[config.mk]
export PLATFORM = sky130hd
export DESIGN_NAME = zero_stuff_interpolator
export DESIGN_NICKNAME = d
export VERILOG_FILES = /design/src/rtl/zero_stuff_interpolator.sv
export SDC_FILE = /design/constraint.sdc
export NUM_CORES = 1
export LEC_CHECK = 0
export ABC_AREA = 1
export BUFFER_PORTS_ARGS = -buffer_cell sky130_fd_sc_hd__buf_2
export CAP_MARGIN = 5
export CORE_AREA = 2 2 56 63
export CTS_CLUSTER_SIZE = 10
export DETAILED_ROUTE_END_ITERATION = 10
export DIE_AREA = 0 0 58 65
export PLACE_DENSITY = 0.88
export SYNTH_ARGS = -nofsm -noshare
export SYNTH_HDL_FRONTEND = slang
export SYNTH_SLANG_ARGS = --single-unit
export TNS_END_PERCENT = 30
[constraint.sdc]
create_clock -name clock -period 2.4 [get_ports clock]
set_clock_uncertainty 0.15 [all_clocks]
set_input_delay 0.48 -clock clock [delete_from_list [all_inputs] [get_ports clock]]
set_output_delay 0.48 -clock clock [all_outputs]
set_load 0.01 [all_outputs]
[src/rtl/zero_stuff_interpolator.sv]
// Zero-stuffing AXI-Stream upsampler: each accepted symbol is followed by L-1 stuffed beats, with L latched per frame.
// Define ZERO_STUFF_SAMPLE_HOLD_EN to repeat the held sample on stuffed beats (zero-order hold) instead of emitting 0.
module zero_stuff_interpolator #(
  parameter  int DATA_WIDTH = 16,
  parameter  int MAX_FACTOR = 16,
  localparam int FW         = $clog2(MAX_FACTOR + 1)
) (
  input  logic                  clock,
  input  logic                  reset,
  input  logic [FW-1:0]         interp_factor,
  output logic                  data_in_tready,
  input  logic [DATA_WIDTH-1:0] data_in_tdata,
  input  logic                  data_in_tlast,
  input  logic                  data_in_tvalid,
  input  logic                  data_out_tready,
  output logic [DATA_WIDTH-1:0] data_out_tdata,
  output logic                  data_out_tlast,
  output logic                  data_out_tvalid,
  output logic                  busy
);

  typedef enum logic {EMPTY, EMIT} state_t;

  state_t                state_q, state_d;
  logic [DATA_WIDTH-1:0] data_q, data_d;
  logic [FW-1:0]         ph_q, ph_d;
  logic [FW-1:0]         f_q, f_d;
  logic                  frame_active_q, frame_active_d;
  logic                  last_pending_q, last_pending_d;

  logic          out_valid, final_beat, out_hs, in_hs, frame_end, frame_start;
  logic [FW-1:0] f_req;

  always_comb begin
    out_valid  = (state_q == EMIT);
    final_beat = (ph_q == f_q - FW'(1));
    out_hs     = out_valid & data_out_tready;
    frame_end  = out_hs & final_beat & last_pending_q;

    data_in_tready = !out_valid | (data_out_tready & final_beat);
    in_hs          = data_in_tvalid & data_in_tready;
    // A new frame may start in the same cycle the previous frame's tlast beat leaves.
    frame_start    = in_hs & (!frame_active_q | frame_end);

    if (interp_factor == '0)
      f_req = FW'(1);
    else if (interp_factor > FW'(MAX_FACTOR))
      f_req = FW'(MAX_FACTOR);
    else
      f_req = interp_factor;

    data_out_tdata  = data_q;
    data_out_tvalid = out_valid;
    data_out_tlast  = last_pending_q & final_beat & out_valid;
    busy            = out_valid | frame_active_q;

    state_d        = state_q;
    data_d         = data_q;
    ph_d           = ph_q;
    f_d            = f_q;
    frame_active_d = frame_active_q;
    last_pending_d = last_pending_q;

    if (frame_end)
      frame_active_d = 1'b0;
    if (frame_start) begin
      f_d            = f_req;
      frame_active_d = 1'b1;
    end

    if (in_hs) begin
      state_d        = EMIT;
      data_d         = data_in_tdata;
      ph_d           = '0;
      last_pending_d = data_in_tlast;
    end else if (out_hs) begin
      if (final_beat) begin
        state_d = EMPTY;
      end else begin
        ph_d = ph_q + FW'(1);
`ifdef ZERO_STUFF_SAMPLE_HOLD_EN
        data_d = data_q;
`else
        data_d = '0;
`endif
      end
    end
  end

  always_ff @(posedge clock or posedge reset) begin
    if (reset) begin
      state_q        <= EMPTY;
      data_q         <= '0;
      ph_q           <= '0;
      f_q            <= FW'(1);
      frame_active_q <= 1'b0;
      last_pending_q <= 1'b0;
    end else begin
      state_q        <= state_d;
      data_q         <= data_d;
      ph_q           <= ph_d;
      f_q            <= f_d;
      frame_active_q <= frame_active_d;
      last_pending_q <= last_pending_d;
    end
  end

endmodule

# ---- Word level (Yosys, flattened, before mapping)
# Index checks and enable logic that the tools add are counted.
dict set report totals {
  ff_bits 29
  input_bits 26
  output_inout_bits 20
  wordCells 43
}
dict set report op_classes {
  n_addsub 2
  n_lt_le_gt_ge 1
  n_eq_ne 2
  n_mux 13
  n_bitwise 11
  n_reduce_logical 8
}
# operator n
set ops {}
lappend ops {{$mux W16} 3}
lappend ops {{$mux W5} 5}
lappend ops {{$and A1 B1 Y1} 8}
lappend ops {{$reduce_bool A2 Y1} 3}
lappend ops {{$add A5 B1 Y5 const B} 1}
lappend ops {{$eq A5 B5 Y1} 1}
lappend ops {{$gt A5 B5 Y1 const B} 1}
lappend ops {{$logic_not A5 Y1} 1}
lappend ops {{$mux W1} 5}
lappend ops {{$sub A5 B1 Y5 const B} 1}
lappend ops {{$reduce_and A2 Y1} 2}
lappend ops {{$or A1 B1 Y1} 3}
lappend ops {{$logic_not A1 Y1} 2}
lappend ops {{$ne A2 B1 Y1 const B} 1}

# ---- Logic depth before layout (Yosys ltp)
# Gate-level depths: netlist of the first run.
dict set report logic_depth {
  ltp_word 7
  depth_mapped 15
  depth_no_buf 14
}

# ---- Worst setup path after synthesis of the first run
# Ideal clock, no wire load.
dict set report synth_timing {
  kind {reg2out}
  from {register f_q[0]}
  to {output port data_out_tlast}
  arrival_ps 1676
  t_required_ps 1770
  slack_ps 94
  stages_incl_launch_ff 11
  path_buffers 0
  cell_sequence {dfstp_2 -> inv_2 -> ha_1 -> inv_1 -> nand2_1 -> nand2_1 -> nor2_1 -> nand2_1 -> nor2_2 -> nand2_1 -> nor3b_1}
}
dict set report synth_between {
  elab_chain_len 4
}
# element line_no
set synth_rtl {}
lappend synth_rtl {{from (decl)} 27} ;# logic [FW-1:0] f_q, f_d;
lappend synth_rtl {{from (signal assigned)} 95} ;# f_q <= FW'(1);
lappend synth_rtl {{from (signal assigned)} 102} ;# f_q <= f_d;
lappend synth_rtl {{$sub A5 B1 Y5} 36} ;# final_beat = (ph_q == f_q - FW'(1));
lappend synth_rtl {{$eq A5 B5 Y1} 36}
lappend synth_rtl {{$and A1 B1 Y1 (2 in a row)} 54} ;# data_out_tlast = last_pending_q & final_beat & out_valid;
lappend synth_rtl {{to (decl)} 17} ;# output logic data_out_tlast,
# No other way between the ends.

# ---- Worst setup path after layout of the first run
# Ends and elaborated chain as after synthesis.

==> results of run 1 <==
==> worst paths after layout <==
kind / startpoint / end / cells past startpoint
hold reg to reg: f_q[1] / f_q[1] / 2
max in group asynchronous: reset / frame_active_q / 3
setup / recovery: f_q[0] / data_out_tlast / 11
min in group clock: data_in_tdata[3] / data_out_tdata[3] / 3
hold / removal: reset / data_out_tdata[5] / 2
setup reg to reg: f_q[0] / data_out_tdata[13] / 16
==> through the flow <==
step / instance area [sq um] / std cells / setup TNS [ps]
6_report: 2034 / 295 / -541.1
5_1_grt: 2034 / 295 / -2442
4_1_cts: 1972 / 294 / -581.7
3_5_place_dp: 1812 / 282 / 0
3_3_place_gp: 1812 / 282 / 0
2_1_floorplan: 1519 / 197 / 0
==> power by group through the flow <==
stage / sequential [W] / combinational, W / clock, W
6_report: 0.000807 / 0.00111 / 0.000413
5_1_grt: 0.000829 / 0.00124 / 0.000445
2_1_floorplan: 0.000803 / 0.000603 / 0
3_3_place_gp: 0.000792 / 0.000850 / 0
4_1_cts: 0.000789 / 0.000982 / 0.000415
3_5_place_dp: 0.000801 / 0.000876 / 0
==> metal layers <==
layer	vias up	global-route usage, %
met4	0	8.430
met2	39	36.93
li1	734	-
met5	-	0
met1	695	22.86
met3	13	4.391
==> registers in the layout (all words and copies together) (netlist names) <==
name	flops
last_pending_q	1
frame_active_q	1
f_q	5
data_out_tdata	16
data_out_tvalid	1
ph_q	5
==> repair_timing <==
| item | CTS | global route |
|---|---|---|
| pin swaps | 3 | 5 |
| setup endpoints to repair | 2 | 23 |
| buffers inserted | 4 | 3 |
| cloned | 0 | 1 |
| gates resized for setup | 9 | 11 |
==> layout make-up <==
class                           count  share of cell area, %
Clock buffer                        7                  2.706
Clock inverter                      1                  1.476
Inverter                           20                  3.813
Multi-Input combinational cell    143                  35.42
Sequential cell                    29                  35.73
Tap cell                           36                  2.214
Timing Repair Buffer               59                  18.63
==> cell families after synthesis <==
logic type | after synthesis
AND/OR/NAND/NOR | 133
flip-flops | 29
buffers and inverters | 25
AO/OA/AOI/OAI | 5
XOR/XNOR | 3
adder cells (fa/ha/maj) | 2
==> synthesized netlist by cell type <==
library cell	count	area share, %
a21oi_4	1	1.1
a31oi_1	1	0.41
buf_4	1	0.49
buf_6	2	1.5
clkbuf_8	2	1.8
dfrtp_1	28	46
dfstp_2	1	1.7
ha_1	2	1.6
inv_1	19	4.7
inv_2	1	0.25
nand2_1	82	20
nand2_4	1	0.74
nand3_1	27	8.9
nand3_2	3	2.0
nand4_1	1	0.41
nor2_1	16	4.0
nor2_2	1	0.41
nor3b_1	1	0.49
o21ai_0	3	0.99
or2_2	1	0.41
xor2_1	3	1.7
==> impl_metrics.py, run 1 <==
metrics = {
    "synth": {
        "synth_seq_cells": 29,
        "synth_cells": 197,
        "synth-compound-area-share_pct": 2.471,
        "yosys_warnings": 0,
        "yosysSeqAreaShare_pct": 47.86,
        "synth_area_per_cell_sq_um": 7.710,
        "synth_top_family_by_area": "simple AND/OR/NAND/NOR gates",
        "yosys-mux-area-fraction_pct": 0,
        "synth_cell_types": 21,
        "synthXorXnorAreaFrac_pct": 1.730,
        "synth-simple-area-share_pct": 37.56,
        "synthAdderAreaFrac_pct": 1.647,
        "synthesis.nets": 225,
        "synth.cell_area_sq_um": 1519,
    },
    "pwr": {
        "vdd_ir_drop_max_v": 0.0007754,
        "p_per_area_nw_per_um2": 1145,
        "p_int_w": 0.001372,
        "switchingPower_w": 0.0009575,
        "pwr-share-seq_pct": 34.7,
        "pwr-share-clk_pct": 17.7,
        "finalPower_w": 0.002329,
        "sw_frac_of_total_pct": 41.11,
        "p_leak_nw": 1.191,
        "p_comb_share_pct": 47.6,
    },
    "floorplanning": {
        "start_util_pct": 47.57,
        "io_pins": 46,
        "coreArea_sq_um": 3193,
        "dieArea_sq_um": 3770,
        "die_h_microns": 65,
        "rows": 22,
        "die_w_microns": 58,
    },
    "timing": {
        "slew_viol_final": 0,
        "period_share_pct": 111.9,
        "worst_slew_pin_slew_ps": 592.6,
        "relSlewSlack_pct": 60.45,
        "setup_viol_count_final": 2,
        "fin_hold_ws_ps": 52.24,
        "layout_min_cycle_time_ps": 2686,
        "hold_violations": 0,
        "fmax_ghz": 0.3722,
        "setup_ws_ps": -286.5,
        "grt_setup_unrepaired": "yes",
    },
    "global_routing": {
        "gr-usage-all-layers_pct": 20.45,
        "antenna_found_initial": 0,
        "grt_pass1_vias": 1361,
        "grt_first_pass_wirelength_mm": 5.823,
        "grt_max_degree": 22,
        "overflow": 0,
    },
    "worst_setup_path": {
        "crit_slowest_cell": "dfstp_2",
        "critPathBufInv": 3,
        "critical_path_class": "register to output port",
        "r2r_slack_ps": 0,
        "cp_top_family": "simple AND/OR/NAND/NOR gates",
        "worst-path-max-fanout": 3,
        "required_ps": 1770,
        "max_stage_delay_ps": 570,
        "crit_chain": "inv_4, ha_4, inv_2, nand2_2, nand2_1, nor2_1, nand2_1, nor2_4, nand2_2, nor3b_2, buf_2",
        "arrival_ps": 2060,
        "startpoint_type": "register",
        "critPathCaptureType": "output port",
    },
    "detailed_routing": {
        "dr_wl_met3_microns": 123,
        "ant_nets": 0,
        "wl_met2_mm": 1.923,
        "drt_wl_total_mm": 3.669,
        "first_iter_violations": 43,
        "wl_met1_mm": 1.472,
        "top_layer_used": "met4",
        "first_pass_iters": 5,
        "num_vias": 1481,
        "drc": 0,
        "wl_per_cell_microns": 12.44,
        "vias_per_cell": 5.020,
    },
    "place": {
        "post-place-ws_ps": 67.14,
        "dp_hpwl_mm": 2.507,
        "port_buffers": 45,
        "place_congestion": 0.8221,
    },
    "clock_tree": {
        "clockBufferDepth": 2,
        "clock_sinks": 29,
        "cts_root_buffer": "clkbuf_4",
        "clk_pin_slew_ps": 90,
        "cts_tree": "done",
        "cts_buffers": 5,
        "hold_buffers": 0,
        "cts_htree_levels": 2,
        "clk_latency_ps": 330,
    },
    "cells_and_area": {
        "fillers": 237,
        "mostFrequentLayoutCells": "nand2_1 (78), buf_2 (45), dfrtp_1 (28)",
        "multiInputGateArea_sq_um": 720.7,
        "area_growth_pct": 33.94,
        "regArea_sq_um": 726.9,
        "diodes": 0,
        "final_core_util_pct": 63.71,
        "drive_gt1_share_pct": 32.82,
        "final_common_cell": "nand2_1",
        "fin_nets": 286,
    },
    "status": {
        "violations": "negative setup slack",
        "outcome": "complete, but fails checks",
    },
    "run": {
        "cap_violations": 0,
    },
    "hold_path": {
        "hp-class": "input pin to asynchronous set/reset pin",
    },
}
Note: power is estimated with default switching activity, not from simulation.
==> run 2, diff against run 1 <==
Settings changed: ABC_AREA 1 to unset.
==> run 2 against run 1 <==
Against the previous run:
- the flow still finishes with violations (negative setup slack)
- count of clock-buffer cells in the layout is the same
- register-to-register slack got worse by 110 ps
- final area fell by 4.7%
- hold slack lost 17 ps
- critical endpoint is now data_in_tready
- synthesized area rose by 0.74%
- sequential power is 7.4% lower
- maximum frequency grew 4.3%
==> impl_metrics.py, run 2 <==
metrics = {
    "global_routing": {
        "overflow": 0,
        "antenna_found_initial": 0,
        "gr-usage-all-layers_pct": 21.30,
        "grt_first_pass_wirelength_mm": 6.078,
        "grt_max_degree": 30,
        "grt_pass1_vias": 1409,
    },
    "worst_setup_path": {
        "required_ps": 1770,
        "critPathCaptureType": "output port",
        "reg2regPathDepth": 10,
        "r2r_slack_ps": -110,
        "arrival_ps": 1940,
        "startpoint_type": "register",
        "r2r-start": "f_q[0]",
        "reg2reg_to": "f_q[2]",
        "worst-path-max-fanout": 2,
        "critical_path_class": "register to output port",
    },
    "timing": {
        "slew_viol_final": 0,
        "relSlewSlack_pct": 63.00,
        "hold_violations": 0,
        "setup_viol_count_final": 7,
        "fmax_ghz": 0.3884,
        "worst_slew_pin_slew_ps": 555.1,
        "period_share_pct": 107.3,
        "grt_setup_unrepaired": "yes",
        "layout_min_cycle_time_ps": 2575,
        "fin_setup_tns_ps": -758.6,
        "setup_ws_ps": -174.8,
    },
    "clock_tree": {
        "clock_sinks": 29,
        "clk_pin_slew_ps": 100,
        "clockBufferDepth": 2,
        "cts_tree": "done",
        "cts_htree_levels": 2,
        "cts_root_buffer": "clkbuf_4",
        "cts_buffers": 5,
        "clk_latency_ps": 340,
    },
    "detailed_routing": {
        "drc": 0,
        "ant_nets": 0,
        "vias_per_cell": 5.253,
        "drt_wl_total_mm": 3.399,
        "first_iter_violations": 18,
        "wl_per_cell_microns": 13.02,
        "num_vias": 1371,
        "first_pass_iters": 4,
    },
    "floorplanning": {
        "die_w_microns": 58,
        "die_h_microns": 65,
        "rows": 22,
        "coreArea_sq_um": 3193,
        "dieArea_sq_um": 3770,
        "start_util_pct": 47.92,
        "io_pins": 46,
    },
    "synth": {
        "synth_area_per_cell_sq_um": 9.108,
        "synth_seq_cells": 29,
        "synth_cell_types": 35,
        "yosys.area.top_type": "dfrtp_1",
        "synthTopCellsByArea": "dfrtp_1 (46%), nand2_1 (9.8%), a21oi_1 (6.9%)",
        "yosys_warnings": 0,
        "synth_cells": 168,
        "synthesis.nets": 196,
        "synth.most_common_cell": "nand2_1",
        "yosys-top-cells-count": "nand2_1 (40), dfrtp_1 (28), a21oi_1 (21)",
        "synth_ff_type": "dfrtp_1",
        "synth_top_area_share_pct": 45.79,
        "synth.cell_area_sq_um": 1530,
        "yosysSeqAreaShare_pct": 47.51,
        "synth_edf_count": 0,
        "async_reset_ff_share_pct": 100.0,
    },
    "cells_and_area": {
        "area_growth_pct": 26.66,
        "fin_nets": 252,
        "largest_reg_flops": 16,
        "diodes": 0,
        "drive_gt1_share_pct": 32.89,
        "mostFrequentLayoutCells": "buf_2 (45), nand2_1 (40), dfrtp_1 (28)",
        "final_common_cell": "buf_2",
        "stdcell_count": 261,
    },
    "pwr": {
        "p_per_area_nw_per_um2": 1024,
        "finalPower_w": 0.001984,
        "p_leak_nw": 1.027,
        "vdd_ir_drop_max_v": 0.0005400,
    },
    "place": {
        "place_congestion": 0.7990,
        "dp_hpwl_mm": 2.399,
        "place.detailed.instances": 245,
        "port_buffers": 45,
    },
    "status": {
        "violations": "negative setup slack",
        "outcome": "complete, but fails checks",
    },
    "hold_path": {
        "hp-class": "input pin to asynchronous set/reset pin",
    },
    "run": {
        "cap_violations": 0,
    },
}
-- run 2: layout make-up --
type                    count  area [sq um]
well taps                  36         45.04
clock buffers               7         65.06
repair buffers             57         319.1
flip-flops and latches     29         726.9
inverters                   7         26.28
fillers                   279          1255
clock inverters             1         5.005
multi-input cells         124         750.7
-- run 2: what timing repair did --
item,CTS,global route
hold buffers,0,0
gates resized for setup,4,1
pin swaps,1,2
setup endpoints to repair,2,8
buffers inserted,6,2
-- run 2: critical path: stages (launching register included) --
cell and delay [ps]:
dfstp_2 540, inv_2 50, ha_4 250, xor2_1 140, o211a_1 180, o211a_1 170
nand2_1 70, nand2_1 70, buf_2 130
-- run 2: metrics by stage --
step           setup WS [ps]  utilization [%]  hold WS, ps  area (sq um)
3_3_place_gp           82.09            56.11        322.7          1792
6_report              -174.8            60.70        35.14          1938
2_1_floorplan          147.2                -        308.7          1530
4_1_cts               -179.9            60.11        33.40          1919
5_1_grt               -339.1            60.70        85.08          1938
3_5_place_dp           20.32            56.11        336.8          1792
-- run 2: worst max-delay path by stage --
stage,startpoint,endpoint,slack [ps],cells after the start
6_report,f_q[0],data_in_tready,-170,8
3_3_place_gp,f_q[0],f_q[2],80,8
4_1_cts,f_q[0],data_in_tready,-180,8
5_1_grt,f_q[0],data_in_tready,-340,8
3_5_place_dp,f_q[0],f_q[2],20,8
2_1_floorplan,f_q[0],f_q[2],150,8
-- run 2: report_power, final --
group | leakage [nW] | switching (W) | internal [W]
logic | 0.622 | 0.000437 | 0.000453
clock network | 0.0413 | 0.000178 | 0.000169
registers | 0.363 | 0.000130 | 0.000617
total | 1.03 | 0.000744 | 0.00124
-- run 2: kinds of logic after synthesis --
family,after synthesis,synth area share (%)
xor+xnor,6,3.434
compound gates,41,17.74
flops,29,47.51
fa+ha+maj,2,1.635
simple gates,69,21.26
mux,6,4.170
buf+inv,15,4.252
-- run 2: routing by layer --
metal,GRT usage (%),wire length (microns),vias to the layer above
met4,8.721,76,0
met3,6.188,171,7
met2,36.08,1731,40
met1,24.97,1420,638
met5,0,0,-
li1,-,-,686
==> run 3, diff against run 2 <==
==> constraint.sdc (replaced) <==
create_clock -name clock -period 2.4 [get_ports clock]
set_clock_uncertainty 0.15 [all_clocks]
set_input_delay 0.24 -clock clock [delete_from_list [all_inputs] [get_ports clock]]
set_output_delay 0.24 -clock clock [all_outputs]
set_load 0.01 [all_outputs]
==> run 3 against run 2 <==
Against the previous run:
- the flow now finishes without violations
- utilization up 4.1 points
- sequential cell count stayed put
- critical path depth fell by 1
- highest routed layer unchanged
==> impl_metrics.py, run 3 (synthesis results as in run 2) <==
metrics = {
    "status": {
        "outcome": "completed",
    },
    "pwr": {
        "switchingPower_w": 0.0007740,
        "sw_frac_of_total_pct": 38.71,
        "p_leak_nw": 1.070,
        "p_comb_share_pct": 46.9,
        "vdd_ir_drop_max_v": 0.0007899,
        "finalPower_w": 0.001999,
        "p_int_w": 0.001225,
        "pwr-share-clk_pct": 15.2,
        "p_per_area_nw_per_um2": 966.1,
        "pwr-share-seq_pct": 37.9,
    },
    "timing": {
        "grt_setup_unrepaired": "yes",
        "fmax_ghz": 0.4232,
        "period_share_pct": 98.45,
        "layout_min_cycle_time_ps": 2363,
        "hold_violations": 0,
        "slew_viol_final": 0,
        "setup_ws_ps": 37.18,
        "fin_hold_ws_ps": 4.913,
        "fin_setup_tns_ps": 0,
        "relSlewSlack_pct": 59.79,
        "setup_viol_count_final": 0,
        "worst_slew_pin_slew_ps": 603.1,
    },
    "cells_and_area": {
        "multiInputGateArea_sq_um": 760.7,
        "final_common_cell": "buf_2",
        "largest_reg_flops": 16,
        "drive_gt1_share_pct": 30.08,
        "area_growth_pct": 35.24,
        "fin_nets": 264,
        "fillers": 226,
        "regArea_sq_um": 726.9,
        "diodes": 0,
        "mostFrequentLayoutCells": "buf_2 (45), nand2_1 (39), dfrtp_1 (28)",
    },
    "global_routing": {
        "overflow": 0,
        "antenna_found_initial": 0,
        "grt_pass1_vias": 1484,
        "grt_first_pass_wirelength_mm": 6.624,
        "gr-usage-all-layers_pct": 23.49,
        "grt_max_degree": 21,
    },
    "worst_setup_path": {
        "arrival_ps": 1970,
        "max_stage_delay_ps": 540,
        "required_ps": 2010,
        "startpoint_type": "register",
        "r2r_slack_ps": 140,
        "cp_top_family": "flip-flops",
        "critPathCaptureType": "output port",
        "critPathBufInv": 2,
        "crit_slowest_cell": "dfstp_2",
        "critical_path_class": "register to output port",
        "crit_chain": "inv_2, ha_4, xor2_2, o211a_1, o211ai_1, nor2_1, buf_2",
        "worst-path-max-fanout": 3,
    },
    "clock_tree": {
        "cts_tree": "done",
        "clock_sinks": 29,
        "clk_latency_ps": 340,
        "cts_buffers": 5,
        "cts_root_buffer": "clkbuf_4",
        "clockBufferDepth": 2,
        "cts_htree_levels": 2,
        "clk_pin_slew_ps": 80,
    },
    "floorplanning": {
        "die_h_microns": 65,
        "rows": 22,
        "die_w_microns": 58,
        "coreArea_sq_um": 3193,
        "io_pins": 46,
        "start_util_pct": 47.92,
        "dieArea_sq_um": 3770,
    },
    "detailed_routing": {
        "drc": 0,
        "vias_per_cell": 5.588,
        "drt_wl_total_mm": 4.183,
        "num_vias": 1520,
        "wl_per_cell_microns": 15.38,
        "first_pass_iters": 4,
        "ant_nets": 0,
        "first_iter_violations": 44,
    },
    "run": {
        "cap_violations": 0,
    },
    "place": {
        "post-place-ws_ps": 73.78,
        "place_congestion": 0.8187,
        "dp_hpwl_mm": 2.478,
        "port_buffers": 45,
    },
    "hold_path": {
        "hp-class": "input pin to register",
    },
}
-- run 3: cell types whose count changed in the layout (fill, tap and decap cells not counted), sizes merged --
cell	previous run	this run
dlygate4sd3	0	15
buf	57	54
clkinv	1	0
-- run 3: layout make-up --
type                    count  area share, %
well taps                  36          2.177
flip-flops and latches     29          35.13
clock buffers               7          2.660
repair buffers             69          22.01
multi-input cells         124          36.76
inverters                   7          1.270
-- run 3: stage by stage --
step           area, sq um  util, %  std cells
2_1_floorplan         1530        -        168
3_3_place_gp          1792    56.11        245
3_5_place_dp          1792    56.11        245
4_1_cts               2027    63.48        269
5_1_grt               2069    64.81        272
6_report              2069    64.81        272
-- run 3: final timing paths --
kind | endpoint | from | cells after the start
worst max-delay path | data_out_tlast | f_q[0] | 7
worst min-delay path | data_out_tdata[14] | data_in_tdata[14] | 3
worst max register to register | f_q[2] | f_q[0] | 8
worst min register to register | last_pending_q | last_pending_q | 1
max in group asynchronous | f_q[0] | reset | 4
min in group asynchronous | data_out_tdata[6] | reset | 3
-- run 3: what timing repair did --
| item | CTS | global route |
|---|---|---|
| hold buffers | 15 | 0 |
| endpoints found under the setup margin | 2 | 16 |
| resized for setup | 5 | 1 |
| setup buffers | 2 | 3 |
| endpoints found under the hold margin | 23 | 0 |
| pin swaps | 2 | 2 |
-- run 3: power by group through the flow --
stage                     clock (W)  sequential (W)  combinational [W]
after CTS                  0.000309        0.000747           0.000845
after global placement            0        0.000752           0.000741
after global routing       0.000332        0.000774            0.00103
final                      0.000304        0.000758           0.000937
after floorplan                   0        0.000740           0.000573
after detailed placement          0        0.000759           0.000770
-- run 3: worst register-to-register path, cell delays in order, from the launching register on --
cell and delay, ps:
dfstp_2 540, inv_2 50, ha_4 160, and4bb_1 180
o211a_1 210, o211a_1 150, buf_4 170, a2bb2oi_4 190
mux2_2 350
-- run 3: per-layer routing --
metal | wire length [microns] | up-vias | GRT usage, %
met2 | 2255 | 64 | 41.76
met4 | 167 | 0 | 13.08
met3 | 219 | 19 | 6.786
met5 | 0 | - | 0
met1 | 1542 | 731 | 24.23
li1 | - | 706 | -
